<file path="src/rtl/usb_pkg.sv">
// Shared USB transmit definitions: PID bytes, handshake codes, scheduler
// states and helpers that build the 16-bit PID word offered to the datapath.
package usb_pkg;

    localparam logic [7:0] PID_ACK   = 8'hD2;
    localparam logic [7:0] PID_NAK   = 8'h5A;
    localparam logic [7:0] PID_STALL = 8'h1E;
    localparam logic [7:0] PID_DATA0 = 8'hC3;
    localparam logic [7:0] PID_DATA1 = 8'h4B;

    typedef enum logic [1:0] {
        HS_ACK   = 2'b00,
        HS_NAK   = 2'b01,
        HS_STALL = 2'b10,
        HS_RSVD  = 2'b11
    } hs_code_e;

    typedef enum logic [2:0] {
        S_IDLE,
        S_HS_START,
        S_DATA_START,
        S_DATA_BODY,
        S_WAIT_EOP,
        S_GAP
    } tx_state_e;

    // Reserved code is sent as STALL.
    function automatic logic [15:0] hs_word(hs_code_e c);
        logic [7:0] pid;
        case (c)
            HS_ACK:  pid = PID_ACK;
            HS_NAK:  pid = PID_NAK;
            default: pid = PID_STALL;
        endcase
        return {8'h00, pid};
    endfunction

    function automatic logic [15:0] data_word(logic tgl);
        return {8'h00, (tgl ? PID_DATA1 : PID_DATA0)};
    endfunction

endpackage

</file>
<file path="src/rtl/usb_ipg_timer.sv">
// Loadable down-counter with zero flag (inter-packet gap / rx turnaround).
// Ports: clk_i, n_rst_i, clr_i, load_i, load_val_i, zero_o.
module usb_ipg_timer #(
    parameter int W = 5
) (
    input  logic         clk_i,
    input  logic         n_rst_i,
    input  logic         clr_i,
    input  logic         load_i,
    input  logic [W-1:0] load_val_i,
    output logic         zero_o
);

    logic [W-1:0] cnt_q;

    always_ff @(posedge clk_i or negedge n_rst_i) begin
        if (!n_rst_i) begin
            cnt_q <= '0;
        end else if (clr_i) begin
            cnt_q <= '0;
        end else if (load_i) begin
            cnt_q <= load_val_i;
        end else if (cnt_q != '0) begin
            cnt_q <= cnt_q - 1'b1;
        end
    end

    assign zero_o = (cnt_q == '0);

endmodule

</file>
<file path="src/rtl/usb_tx_scheduler.sv">
// USB tx scheduler: arbitrates handshake vs data packets, sequences the
// tx_data word stream, tracks the data toggle and enforces the IPG.
// Ports: hs_* / data_* requester sides, fifo_* source, transmit_* and
// tx_data/read_enable/eop_done toward the tx datapath, busy status.
module usb_tx_scheduler
    import usb_pkg::*;
#(
    parameter int IPG_CYCLES = 16,
    parameter int LEN_W      = 7
) (
    input  logic             clk,
    input  logic             n_rst,
    input  logic             usb_reset,
    input  logic             hs_req,
    input  logic [1:0]       hs_code,
    output logic             hs_gnt,
    input  logic             data_req,
    input  logic [LEN_W-1:0] data_len,
    output logic             data_done,
    input  logic             ack_rcvd,
    input  logic             toggle_clr,
    input  logic [LEN_W-1:0] fifo_level,
    input  logic [15:0]      fifo_rdata,
    output logic             fifo_rd,
    output logic             transmit_start,
    output logic             transmit_response,
    output logic             transmit_empty,
    output logic [15:0]      tx_data,
    input  logic             read_enable,
    input  logic             eop_done,
    output logic             busy
);

    localparam int CNT_W = $clog2(IPG_CYCLES + 1);

    tx_state_e        state_q;
    logic [15:0]      tx_data_q;
    logic             empty_q;
    logic             start_q;
    logic             resp_q;
    logic             gnt_q;
    logic             is_data_q;
    logic [LEN_W-1:0] words_q;
    logic             toggle_q;
    logic             toggle_d;
    logic             data_ok;
    logic             gap_load;
    logic             gap_zero;

    assign data_ok  = data_req && (fifo_level >= data_len);
    assign gap_load = (state_q == S_WAIT_EOP) && eop_done && !usb_reset;

    // Clear dominates a simultaneous ACK.
    always_comb begin
        toggle_d = toggle_q;
        if (usb_reset || toggle_clr) begin
            toggle_d = 1'b0;
        end else if (ack_rcvd) begin
            toggle_d = ~toggle_q;
        end
    end

    always_ff @(posedge clk or negedge n_rst) begin
        if (!n_rst) begin
            toggle_q <= 1'b0;
        end else begin
            toggle_q <= toggle_d;
        end
    end

    usb_ipg_timer #(
        .W(CNT_W)
    ) u_gap (
        .clk_i      (clk),
        .n_rst_i    (n_rst),
        .clr_i      (usb_reset),
        .load_i     (gap_load),
        .load_val_i (CNT_W'(IPG_CYCLES - 1)),
        .zero_o     (gap_zero)
    );

    always_ff @(posedge clk or negedge n_rst) begin
        if (!n_rst) begin
            state_q   <= S_IDLE;
            tx_data_q <= 16'h0000;
            empty_q   <= 1'b1;
            start_q   <= 1'b0;
            resp_q    <= 1'b0;
            gnt_q     <= 1'b0;
            is_data_q <= 1'b0;
            words_q   <= '0;
        end else begin
            start_q <= 1'b0;
            resp_q  <= 1'b0;
            gnt_q   <= 1'b0;
            if (usb_reset) begin
                state_q   <= S_IDLE;
                empty_q   <= 1'b1;
                is_data_q <= 1'b0;
                words_q   <= '0;
            end else begin
                unique case (state_q)
                    S_IDLE: begin
                        if (hs_req) begin
                            state_q   <= S_HS_START;
                            tx_data_q <= hs_word(hs_code_e'(hs_code));
                            empty_q   <= 1'b1;
                            is_data_q <= 1'b0;
                        end else if (data_ok) begin
                            state_q   <= S_DATA_START;
                            tx_data_q <= data_word(toggle_q);
                            words_q   <= data_len;
                            empty_q   <= 1'b0;
                            is_data_q <= 1'b1;
                        end
                    end
                    S_HS_START: begin
                        resp_q  <= 1'b1;
                        gnt_q   <= 1'b1;
                        state_q <= S_WAIT_EOP;
                    end
                    S_DATA_START: begin
                        start_q <= 1'b1;
                        state_q <= S_DATA_BODY;
                    end
                    S_DATA_BODY: begin
                        // Each read_enable consumes the word on tx_data.
                        if (read_enable) begin
                            if (words_q != '0) begin
                                tx_data_q <= fifo_rdata;
                                words_q   <= words_q - 1'b1;
                            end else begin
                                empty_q <= 1'b1;
                                state_q <= S_WAIT_EOP;
                            end
                        end
                    end
                    S_WAIT_EOP: begin
                        if (eop_done) begin
                            state_q <= S_GAP;
                        end
                    end
                    S_GAP: begin
                        if (gap_zero) begin
                            state_q <= S_IDLE;
                        end
                    end
                    default: state_q <= S_IDLE;
                endcase
            end
        end
    end

    assign fifo_rd = (state_q == S_DATA_BODY) && read_enable &&
                     (words_q != '0) && !usb_reset;
    assign data_done = (state_q == S_WAIT_EOP) && is_data_q &&
                       eop_done && !usb_reset;

    assign hs_gnt            = gnt_q;
    assign transmit_start    = start_q;
    assign transmit_response = resp_q;
    assign transmit_empty    = empty_q;
    assign tx_data           = tx_data_q;
    assign busy              = (state_q != S_IDLE);

endmodule

</file>
<file path="config.mk">
export PLATFORM = sky130hd
export DESIGN_NAME = usb_tx_scheduler
export DESIGN_NICKNAME = d
export VERILOG_FILES = /design/src/rtl/usb_pkg.sv /design/src/rtl/usb_ipg_timer.sv /design/src/rtl/usb_tx_scheduler.sv
export SDC_FILE = /design/constraint.sdc
export NUM_CORES = 1
export LEC_CHECK = 0
export BUFFER_PORTS_ARGS = -buffer_cell sky130_fd_sc_hd__buf_2
export CORE_AREA = 2 2 77 61
export CTS_BUF_LIST = sky130_fd_sc_hd__clkbuf_2 sky130_fd_sc_hd__clkbuf_4 sky130_fd_sc_hd__clkbuf_8
export CTS_CLUSTER_DIAMETER = 100
export DETAILED_ROUTE_END_ITERATION = 8
export DIE_AREA = 0 0 79 63
export GPL_TIMING_DRIVEN = 0
export MAX_ROUTING_LAYER = met4
export PLACE_DENSITY = 0.81
export SLEW_MARGIN = 20
export SYNTH_ARGS = -nofsm -noshare
export SYNTH_HDL_FRONTEND = slang
export SYNTH_SLANG_ARGS = --single-unit
</file>
<file path="constraint.sdc">
create_clock -name clk -period 2.7 [get_ports clk]
set_clock_uncertainty 0.15 [all_clocks]
set_input_delay 0.54 -clock clk [delete_from_list [all_inputs] [get_ports clk]]
set_output_delay 0.54 -clock clk [all_outputs]
set_load 0.005 [all_outputs]
</file>
Word level (Yosys, flattened, before mapping)
Index checks and enable logic that the tools add are counted.
W data, S select, Z words.
Operators by class
  muxes and demuxes: 40
  add/subtract/negate cells: 2
  div/mod/pow operators: 0
  reduce and logical (&&, ||, !) cells: 28
  order comparisons: 1
  bitwise gates (word level): 2
  shift operators: 0
  multiply operators: 0
  equality and inequality tests: 17
Operators with widths (number)
  $mux W16: 4
  $mux W7: 5
  $pmux W16 S2: 1
  $ne A3 B3 Y1 const B: 8
  $mux W3: 7
  $pmux W3 S6: 1
  $pmux W8 S2: 1
  $mux W1: 15
  $mux W5: 3
  $reduce_and A5 Y1: 3
  $pmux W7 S2: 1
  $reduce_bool A3 Y1: 4
  $logic_and A1 B1 Y1: 9
  $mux W8: 1
  $ge A7 B7 Y1: 1
  $reduce_bool A7 Y1: 1
  $sub A7 B1 Y7 const B: 1
  $eq A3 B2 Y1 const B: 2
  $eq A3 B3 Y1 const B: 2
  $reduce_bool A2 Y1: 3
  $logic_not A5 Y1: 1
  $reduce_bool A5 Y1: 1
  $sub A5 B1 Y5 const B: 1
  $ne A2 B2 Y1 const B: 2
  11 further kinds: 12
Word-level totals
  word-level logic and storage cells: 99
  RAM bits: 0
  memories: 0
  latch bits: 0
  memory bits (read-only): 0
  bits in registers: 36
  input port bits: 41

Logic depth before layout (Yosys ltp)
Gate-level depths: netlist of the first run.
  depth after elaboration: 6
  mapped depth: 9

Hierarchy
Synthesis of the first run repeated with hierarchy kept, for this count alone.
Unflattened totals
  cells, all modules: 256
  area, all modules: 2278.4 um^2
Modules (own cells, without submodules)
  usb_tx_scheduler: cells each 224, sequential area each 777.0 um^2, area an instance 1971.9 um^2, times used 1
  usb_ipg_timer: cells each 32, sequential area each 125.1 um^2, area an instance 306.5 um^2, times used 1

Worst setup path before layout of the first run
No wires, ideal clock.
  path type: input port to flip-flop
  start: in data_len[5]
  end: reg tx_data_q[0], in the netlist tx_data[0]
  required time: 2.422 ns
  data arrival time: 2.333 ns
  path buffers: 0
  stages on the path: 8
  slack: 0.090 ns
  path through: inv_1 -> ha_1 -> a21o_1 -> a221o_1 -> a31o_1 -> a211o_1 -> nand2_2 -> mux2_1
Between the ends
  word-level cells in the longest chain between the ends: 4
Ends and longest elaborated chain
  start: declaration: RTL line usb_tx_scheduler.sv:18  | input logic [LEN_W-1:0] data_len,
  $ge A7 B7 Y1: RTL line usb_tx_scheduler.sv:50  | assign data_ok = data_req && (fifo_level >= data_len);
  $logic_and A1 B1 Y1: RTL line usb_tx_scheduler.sv:50
  $ne A3 B3 Y1 (no source line)
  $reduce_and A5 Y1 (no source line)
  end signal: assignment: RTL line usb_tx_scheduler.sv:106  | tx_data_q <= hs_word(hs_code_e'(hs_code));
  end signal: assignment: RTL line usb_tx_scheduler.sv:111  | tx_data_q <= data_word(toggle_q);
  end signal: assignment: RTL line usb_tx_scheduler.sv:130  | tx_data_q <= fifo_rdata;
  end: declaration: RTL line usb_tx_scheduler.sv:37  | logic [15:0] tx_data_q;
Every way passes these cells.
A chain may end at the register's enable or synchronous reset.

Final worst setup path of the first run
  start: in data_len[5]
  end: reg tx_data_q[9], in the netlist tx_data[9]
Same word-level chain as after synthesis.

==> flow_summary.json, run 1 <==
{
  "total_of_max_cap_violations": 0,
  "async_reset_ff_share_pct": 100,
  "critPathMaxStageDelay_ns": 0.39,
  "layout.nets": 363,
  "firstDrtPassIters": 4,
  "buffers_added_on_ports": 62,
  "setup_viol": 0,
  "num_vias": 1927,
  "synth_area_leaders": "sky130_fd_sc_hd__dfrtp_1, sky130_fd_sc_hd__ha_1, sky130_fd_sc_hd__mux2i_1",
  "critPathArrivalTime_ns": 2.65,
  "synth-warning-count": 0,
  "antenna_found_initial": 0,
  "antenna_violating_nets_post_route": 0,
  "core-area_um2": 4260,
  "hold_buffers": 0,
  "cts-htree-levels": 2,
  "synth_nets": 292,
  "critical_path.cell_chain": "buf_2 > inv_1 > ha_1 > a21o_1 > a221o_1 > a31o_1 > a211o_4 > nand2_2 > buf_8 > mux2i_1",
  "yosys.cell_count.top_type": "sky130_fd_sc_hd__dfrtp_1",
  "max-slew-margin-rel_pct": 48.4,
  "gp_routability_congestion": 0.864,
  "synth.ff_latch_count": 36,
  "antenna_cells_inserted": 0,
  "power_density_over_cell_area_nw_per_um2": 818,
  "p_leak_nw": 1.40,
  "peakVddDrop_mv": 0.499,
  "cts_tree": "built",
  "timing.hold.ws_ns": 0.175,
  "critical_path_required_ns": 2.75,
  "period_minus_slack_ns": 2.60,
  "ctsLongestPathBuffers": 2,
  "r2r_cells": 8,
  "route.detailed.drc": 0,
  "finalMaxSlewViolations": 0,
  "postSynthAreaPerCell_um2": 9.19,
  "synth_area_leader_cell": "sky130_fd_sc_hd__dfrtp_1",
  "routed_via_density": 5.22,
  "initial_utilization_pct": 51.8,
  "maximum_number_of_pins_on_one_net_before_global_route_repair": 37,
  "final_hold_viol_count": 0,
  "max_slew.worst_pin.slew_ns": 0.773,
  "startpoint_type": "input port",
  "dpl_cell_area_um2": 2590,
  "cts_num_sinks": 36,
  "synth_area_um2": 2210,
  "finalSetupTns_ns": 0,
  "syn2layout_area_growth_pct": 22.5,
  "worst_hold_path_type": "in -> async",
  "clkLatencyLatePin_ns": 0.28,
  "ys_seq_area_share_pct": 40.9,
  "routed_wl_mm": 4.85,
  "pin_count": 64,
  "worst-r2r-setup-slack_ns": 0.28,
  "run_status": "complete, no violations",
  "criticalPathCategory": "in -> reg",
  "timing.critical_path.fanout_max": 10,
  "drtIter0Drc": 106,
  "cts_root_buf": "sky130_fd_sc_hd__clkbuf_8",
  "achievable-frequency_mhz": 385,
  "finalCritPeriodShare_pct": 96.2,
  "critPathSlowestCell": "sky130_fd_sc_hd__a211o_4",
  "synth_enable_flop_cells": 0,
  "synthesis.instances": 240,
  "synth-main-ff-cell": "sky130_fd_sc_hd__dfrtp_1",
  "netlist.area_leader.share_pct": 39.7,
  "stdcell_area_um2": 2700,
  "dieArea_um2": 4980,
  "netlist_top_cells_count": "sky130_fd_sc_hd__dfrtp_1, sky130_fd_sc_hd__inv_1, sky130_fd_sc_hd__nand2_1, sky130_fd_sc_hd__a21oi_1, sky130_fd_sc_hd__nor2_1",
  "place.detailed.hpwl_mm": 3.67,
  "first_pass_grt_wire_length_mm": 8.42,
  "cts-buffers-inserted": 5,
  "placement_rows": 21,
  "rsz_0062_raised_after_global_routing": "false",
  "die_w_um": 79,
  "path_clk_slew_ns": 0.07,
  "synthDistinctLibCells": 52,
  "post_drt_wl_per_cell_um": 13.1,
  "endpoint_kind": "flop",
  "die_y_um": 63,
  "first_global_vias": 1860,
  "global_route.overflow_total": 0,
  "grt_util_all_layers_pct": 22.0,
  "totalPowerFinal_mw": 2.21,
  "drive_gt1_share_pct": 30.4
}
[cells in the final DEF, fill, tap and decap left out, types with 4 or more instances in the layout]
master and n:
sky130_fd_sc_hd__clkbuf_1 7, sky130_fd_sc_hd__o21ai_1 4, sky130_fd_sc_hd__mux2i_1 11, sky130_fd_sc_hd__nor3_1 14, sky130_fd_sc_hd__o21ai_0 8, sky130_fd_sc_hd__nor2_1 15
sky130_fd_sc_hd__buf_2 66, sky130_fd_sc_hd__a31oi_1 5, sky130_fd_sc_hd__inv_1 28, sky130_fd_sc_hd__a211oi_2 4, sky130_fd_sc_hd__dfrtp_1 35, sky130_fd_sc_hd__ha_1 11
sky130_fd_sc_hd__nand2_1 23, sky130_fd_sc_hd__clkbuf_8 5, sky130_fd_sc_hd__a21oi_1 19
[what timing repair did]
item,in CTS,in global routing
setup buffers,0,2
endpoints found under the setup margin,0,8
resized for setup,0,4
endpoints found under the hold margin,0,0
[worst max-delay path, delay by kind of cell]
kind                       cells  cell delay [ns]
and+or+nand+nor                1             0.11
buffers and inverters          3             0.30
muxes                          1             0.22
adders and majority gates      1             0.29
AOI/OAI and AO/OA              4             1.17
[final timing paths]
check | startpoint | endpoint
min | n_rst | tx_data[5]
max reg2reg | state_q[1] | tx_data[0]
min in group clk | toggle_clr | toggle_q
max in group asynchronous | n_rst | tx_data[0]
max | data_len[5] | tx_data[9]
min reg2reg | tx_data[0] | tx_data[0]
[report_power, final]
part | internal (mW) | switching [mW]
Combinational | 0.465 | 0.611
Clock | 0.201 | 0.180
Sequential | 0.681 | 0.0724
Total | 1.35 | 0.863
[flip-flops by register name (all words and copies together), names as in the netlist]
name and cells:
transmit_start 1, hs_gnt 1, u_gap.cnt_q 5, tx_data 16, words_q 7, is_data_q 1
state_q 3, transmit_empty 1, toggle_q 1
[per-stage QoR]
stage	util (%)	setup slack, ns	cells
global route	63.5	0.00289	369
finish	63.5	0.102	369
global placement	60.8	-0.215	359
detailed placement	60.8	-0.239	359
CTS	62.9	0.0344	367
floorplan	-	0.0897	240
[cells by family after synthesis]
logic type,synth area share [%]
simple gates,16.6
flops,40.9
fa+ha+maj,6.24
compound gates,20.0
buf+inv,8.85
xor+xnor,1.99
mux,5.50
[metal layers]
| layer | routed length (um) | vias up | track usage, % | share of wire, % |
|---|---|---|---|---|
| met1 | 2280 | 905 | 30.2 | 47 |
| met2 | 2300 | 48 | 33.8 | 47 |
| met4 | 61 | 0 | 5.60 | 1.3 |
| li1 | - | 967 | - | - |
| met5 | 0 | - | - | 0 |
| met3 | 213 | 7 | 4.34 | 4.4 |
[area by class of cell]
class / instances / area (um^2)
clock inverters: 1 / 5.00
plain buffers: 15 / 87.6
well taps: 57 / 71.3
inverters: 29 / 109
multi-input cells: 160 / 1120
fillers: 372 / 1560
repair buffers: 64 / 325
clock buffers: 7 / 83.8
flip-flops and latches: 36 / 902
(Power assumes the default switching activity.)
==> run 2, diff against run 1 <==
--- a/config.mk
+++ b/config.mk
@@ -5,6 +5,7 @@
 export SDC_FILE = /design/constraint.sdc
 export NUM_CORES = 1
 export LEC_CHECK = 0
+export ABC_AREA = 1
 export BUFFER_PORTS_ARGS = -buffer_cell sky130_fd_sc_hd__buf_2
 export CORE_AREA = 2 2 77 61
 export CTS_BUF_LIST = sky130_fd_sc_hd__clkbuf_2 sky130_fd_sc_hd__clkbuf_4 sky130_fd_sc_hd__clkbuf_8
==> flow_summary.json, run 2 <==
{
  "path_clk_slew_ns": 0.07,
  "initial_utilization_pct": 52.0,
  "p_leak_nw": 1.53,
  "max-slew-margin-rel_pct": 46.5,
  "drtIter0Drc": 152,
  "r2r_cells": 12,
  "crit_top_cell": "sky130_fd_sc_hd__buf_2",
  "maximum_number_of_pins_on_one_net_before_global_route_repair": 37,
  "syn2layout_area_growth_pct": 22.5,
  "peakVddDrop_mv": 0.663,
  "timing.hold.ws_ns": 0.188,
  "fraction_of_the_mapped_netlist_area_in_simple_logic_gates_pct": 31.2,
  "critical_path_buf_inv_count": 5,
  "filler_cell_count": 378,
  "firstDrtPassIters": 6,
  "gp_routability_congestion": 0.862,
  "hold_buffers": 0,
  "critical_path_required_ns": 2.01,
  "finalCritPeriodShare_pct": 92.0,
  "synthesized_area_fraction_occupied_by_ao_oa_aoi_and_oai_cells_pct": 10.7,
  "critPathArrivalTime_ns": 1.79,
  "cts_num_sinks": 36,
  "place.detailed.hpwl_mm": 3.99,
  "ys_seq_area_share_pct": 40.7,
  "rsz_0062_raised_after_global_routing": "false",
  "synthMuxAreaShare_pct": 0,
  "layout.nets": 418,
  "final_common_cell": "sky130_fd_sc_hd__nand2_1",
  "numPlacedInstances": 416,
  "criticalPathCategory": "in -> out",
  "synthDistinctLibCells": 33,
  "synth_adder_area_share_pct": 6.21,
  "cts_tree": "built",
  "timing.rr.start": "words_q[0]",
  "antenna_cells_inserted": 0,
  "pwr-share-seq_pct": 33.0,
  "largest_reg_flops": 16,
  "routed_via_density": 5.07,
  "synth.ff_latch_count": 36,
  "synthesis.instances": 296,
  "antenna_found_initial": 0,
  "synth-main-ff-cell": "sky130_fd_sc_hd__dfrtp_1",
  "core-area_um2": 4260,
  "power.share.clock_pct": 18.6,
  "critPathSlowestCell": "sky130_fd_sc_hd__clkbuf_1",
  "power.share.combinational_pct": 48.4,
  "total_of_max_cap_violations": 0,
  "p_switching_mw": 1.09,
  "setup_viol": 0,
  "layout_common_cells": "sky130_fd_sc_hd__nand2_1, sky130_fd_sc_hd__buf_2, sky130_fd_sc_hd__dfrtp_1",
  "finalMaxSlewViolations": 0,
  "ctsLongestPathBuffers": 2,
  "global_route.overflow_total": 0,
  "synth-warning-count": 0,
  "cts_repair_resize_count": 0,
  "switching_share_pct": 42.1,
  "routed_wl_mm": 5.24,
  "synth_nets": 348,
  "cts-htree-levels": 2,
  "endpoint_kind": "primary output",
  "cellInternalPower_mw": 1.49,
  "power_density_over_cell_area_nw_per_um2": 950,
  "finalSetupTns_ns": 0,
  "cts.repair_timing.setup_buffer_count": 0,
  "totalPowerFinal_mw": 2.58,
  "critical_path.startpoint": "usb_reset",
  "synth_enable_flop_cells": 0,
  "max_slew.worst_pin.slew_ns": 0.802,
  "first_pass_grt_wire_length_mm": 8.94,
  "num_vias": 2149,
  "buffers_added_on_ports": 63,
  "worst-r2r-setup-slack_ns": 0.70,
  "cts-buffers-inserted": 5,
  "die_w_um": 79,
  "route.detailed.drc": 0,
  "run_status": "complete, no violations",
  "grt_util_all_layers_pct": 23.2,
  "post_drt_wl_per_cell_um": 12.4,
  "first_global_vias": 1982,
  "regToRegEndpoint": "tx_data[9]",
  "netlist.area_leader.share_pct": 39.5,
  "worst_hold_path_type": "in -> async",
  "synth_area_leaders": "sky130_fd_sc_hd__dfrtp_1, sky130_fd_sc_hd__nand2_1, sky130_fd_sc_hd__ha_1",
  "drive_gt1_share_pct": 26.7,
  "yosys.area_share.xor_xnor_pct": 2.37,
  "critPathMaxStageDelay_ns": 0.36,
  "timing.critical_path.fanout_max": 10,
  "cts_root_buf": "sky130_fd_sc_hd__clkbuf_8",
  "placement_rows": 21,
  "period_minus_slack_ns": 2.48,
  "final_hold_viol_count": 0,
  "main_combinational_cell_family_by_area_after_synthesis": "simple AND/OR/NAND/NOR gates",
  "synth_area_um2": 2210,
  "critPathTopFamily": "buffers and inverters",
  "pin_count": 64,
  "critical_path.cell_chain": "buf_2 > buf_2 > inv_1 > clkbuf_1 > nand2_1 > nor2_1 > buf_2",
  "dieArea_um2": 4980,
  "fin_cells": 424,
  "clkLatencyLatePin_ns": 0.29,
  "async_reset_ff_share_pct": 100,
  "netlist_top_cells_count": "sky130_fd_sc_hd__nand2_1, sky130_fd_sc_hd__dfrtp_1, sky130_fd_sc_hd__inv_1, sky130_fd_sc_hd__nor2_1, sky130_fd_sc_hd__nand3_1",
  "achievable-frequency_mhz": 403,
  "postSynthAreaPerCell_um2": 7.48,
  "startpoint_type": "input port",
  "synth_area_leader_cell": "sky130_fd_sc_hd__dfrtp_1",
  "die_y_um": 63,
  "yosys.cell_count.top_type": "sky130_fd_sc_hd__nand2_1",
  "antenna_violating_nets_post_route": 0
}
## run 2: kinds of logic after synthesis
| logic type | Yosys count |
|---|---|
| buffers and inverters | 43 |
| adders and majority gates | 11 |
| and+or+nand+nor | 161 |
| DFF | 36 |
| AOI/OAI and AO/OA | 39 |
| xor gates and xnor gates | 6 |
## run 2: how the worst max path moves through the flow
stage               depth (start not counted)          to  slack (ns)
detailed placement                          7   data_done        0.22
global placement                            7   data_done        0.22
finish                                      7   data_done        0.22
global route                                7   data_done        0.06
floorplan                                  13  tx_data[8]        0.61
CTS                                         7   data_done        0.22
## run 2: cell type report
class	count	area, um^2	share of cell area (%)
sequential	36	902	33.3
inverter	33	124	4.57
buffer	10	68.8	2.54
timing repair buffer	63	315	11.6
clock buffer	6	76.3	2.81
multi-input combinational	217	1120	41.3
tap	57	71.3	2.63
clock inverter	2	35.0	1.29
## run 2: power by group through the flow
stage / combinational, mW / clock, mW / sequential, mW
final: 1.25 / 0.479 / 0.851
after global routing: 1.41 / 0.506 / 0.878
after CTS: 1.24 / 0.484 / 0.850
after detailed placement: 1.23 / 0 / 0.856
after global placement: 1.20 / 0 / 0.849
after floorplan: 0.889 / 0 / 0.847
## run 2: through the flow
stage | utilization (%) | area, um^2 | worst slack [ns]
after global routing | 63.7 | 2710 | 0.0640
after floorplan | - | 2210 | 0.611
after CTS | 63.7 | 2710 | 0.217
final | 63.7 | 2710 | 0.216
after detailed placement | 61.1 | 2600 | 0.216
after global placement | 61.1 | 2600 | 0.223
## run 2: metal layers
metal	vias up	part of all wire (%)	GRT usage [%]
met5	-	0	-
met4	0	0.84	5.17
met3	8	4.4	4.77
met2	53	47	35.8
met1	989	47	31.6
li1	1099	-	-
==> run 3, diff against run 2 <==
--- a/config.mk
+++ b/config.mk
@@ -14,7 +14,7 @@
 export DIE_AREA = 0 0 79 63
 export GPL_TIMING_DRIVEN = 0
 export MAX_ROUTING_LAYER = met4
-export PLACE_DENSITY = 0.81
+export PLACE_DENSITY = 0.91
 export SLEW_MARGIN = 20
 export SYNTH_ARGS = -nofsm -noshare
 export SYNTH_HDL_FRONTEND = slang
==> flow_summary.json, run 3 (same netlist as run 2, synthesis figures left out) <==
{
  "run_status": "complete, no violations",
  "firstDrtPassIters": 4,
  "critical_path_required_ns": 2.01,
  "period_minus_slack_ns": 2.43,
  "cts_num_sinks": 36,
  "criticalPathCategory": "in -> out",
  "clkLatencyLatePin_ns": 0.29,
  "p_leak_nw": 1.53,
  "layout_common_cells": "sky130_fd_sc_hd__nand2_1, sky130_fd_sc_hd__buf_2, sky130_fd_sc_hd__dfrtp_1",
  "cts_repair_resize_count": 0,
  "antenna_cells_inserted": 0,
  "global_route.overflow_total": 0,
  "finalCritPeriodShare_pct": 90.0,
  "cts_tree": "built",
  "final_common_cell": "sky130_fd_sc_hd__nand2_1",
  "hold_buffers": 0,
  "post_drt_wl_per_cell_um": 12.7,
  "total_of_max_cap_violations": 0,
  "pin_count": 64,
  "finalSetupTns_ns": 0,
  "power_density_over_cell_area_nw_per_um2": 955,
  "final_critical_path_setup_slack_ns": 0.270,
  "first_global_vias": 2045,
  "buffers_added_on_ports": 63,
  "critPathArrivalTime_ns": 1.74,
  "cts_root_buf": "sky130_fd_sc_hd__clkbuf_8",
  "final-seq-area_um2": 902,
  "gp_routability_congestion": 0.924,
  "largest_reg_flops": 16,
  "timing.critical_path.fanout_max": 10,
  "numPlacedInstances": 416,
  "route.detailed.drc": 0,
  "place.detailed.hpwl_mm": 4.01,
  "achievable-frequency_mhz": 412,
  "final_hold_viol_count": 0,
  "multi_input_comb_area_um2": 1120,
  "peakVddDrop_mv": 0.586,
  "fin_cells": 424,
  "dieArea_um2": 4980,
  "grt_util_all_layers_pct": 23.0,
  "cts-htree-levels": 2,
  "num_vias": 2177,
  "initial_utilization_pct": 52.0,
  "setup_viol": 0,
  "routed_wl_mm": 5.39,
  "cts-buffers-inserted": 5,
  "endpoint_kind": "primary output",
  "max_slew.worst_pin.slew_ns": 0.801,
  "die_y_um": 63,
  "path_clk_slew_ns": 0.08,
  "routed_via_density": 5.13,
  "syn2layout_area_growth_pct": 22.5,
  "drive_gt1_share_pct": 26.7,
  "first_pass_grt_wire_length_mm": 8.86,
  "maximum_number_of_pins_on_one_net_before_global_route_repair": 37,
  "drtIter0Drc": 147,
  "antenna_violating_nets_post_route": 0,
  "cts.repair_timing.setup_buffer_count": 0,
  "max-slew-margin-rel_pct": 46.6,
  "antenna_found_initial": 0,
  "rsz_0062_raised_after_global_routing": "false",
  "filler_cell_count": 382,
  "finalMaxSlewViolations": 0,
  "ctsLongestPathBuffers": 2,
  "startpoint_type": "input port",
  "worst_hold_path_type": "in -> async",
  "place_worst_setup_slack_ns": 0.212,
  "core-area_um2": 4260,
  "layout.nets": 418,
  "die_w_um": 79,
  "placement_rows": 21
}
## run 3: cell count changes in the layout (fill, tap and decap cells not counted), sizes merged
cell      delta
clkbuf       -1
clkinvlp     +1
## run 3: per-stage QoR
step	utilization, %	cell area, um^2	hold WS [ns]	total power, mW
2_1_floorplan	-	2210	0.0944	1.74
3_3_place_gp	61.1	2600	0.301	2.04
6_report	63.7	2710	0.177	2.59
4_1_cts	63.7	2710	0.208	2.58
5_1_grt	63.7	2710	0.252	2.78
3_5_place_dp	61.1	2600	0.313	2.09
## run 3: metal layers
metal	vias up	wire length [um]	global-route usage (%)
met5	-	0	-
met4	0	57	6.68
met3	8	279	5.06
met2	63	2710	38.3
met1	1017	2340	28.0
li1	1089	-	-
## run 3: cell type report
cell class | instances | share of cell area [%]
Buffer | 10 | 2.54
Clock buffer | 5 | 2.54
Clock inverter | 3 | 1.57
Inverter | 33 | 4.57
Multi-Input combinational cell | 217 | 41.3
Sequential cell | 36 | 33.3
Tap cell | 57 | 2.63
Timing Repair Buffer | 63 | 11.6
## run 3: worst max-delay path, stage by stage
cell                       delay (ns)
sky130_fd_sc_hd__buf_2           0.12
sky130_fd_sc_hd__buf_2           0.19
sky130_fd_sc_hd__inv_1           0.12
sky130_fd_sc_hd__clkbuf_1        0.33
sky130_fd_sc_hd__nand2_1         0.20
sky130_fd_sc_hd__nor2_1          0.12
sky130_fd_sc_hd__buf_2           0.12
## run 3: worst paths after layout
| kind | startpoint | end | slack [ns] | cells past startpoint |
|---|---|---|---|---|
| setup / recovery | usb_reset | data_done | 0.27 | 7 |
| min in group clk | toggle_clr | toggle_q | 0.24 | 2 |
| max in group asynchronous | n_rst | tx_data[3] | 1.72 | 1 |
| hold reg to reg | tx_data[2] | tx_data[2] | 0.33 | 2 |
| hold / removal | n_rst | state_q[0] | 0.18 | 1 |
| setup reg to reg | words_q[0] | tx_data[8] | 0.70 | 12 |
## run 3: where the power goes
| part | internal, mW | switching, mW |
|---|---|---|
| clock | 0.273 | 0.210 |
| sequential | 0.726 | 0.127 |
| combinational | 0.483 | 0.771 |
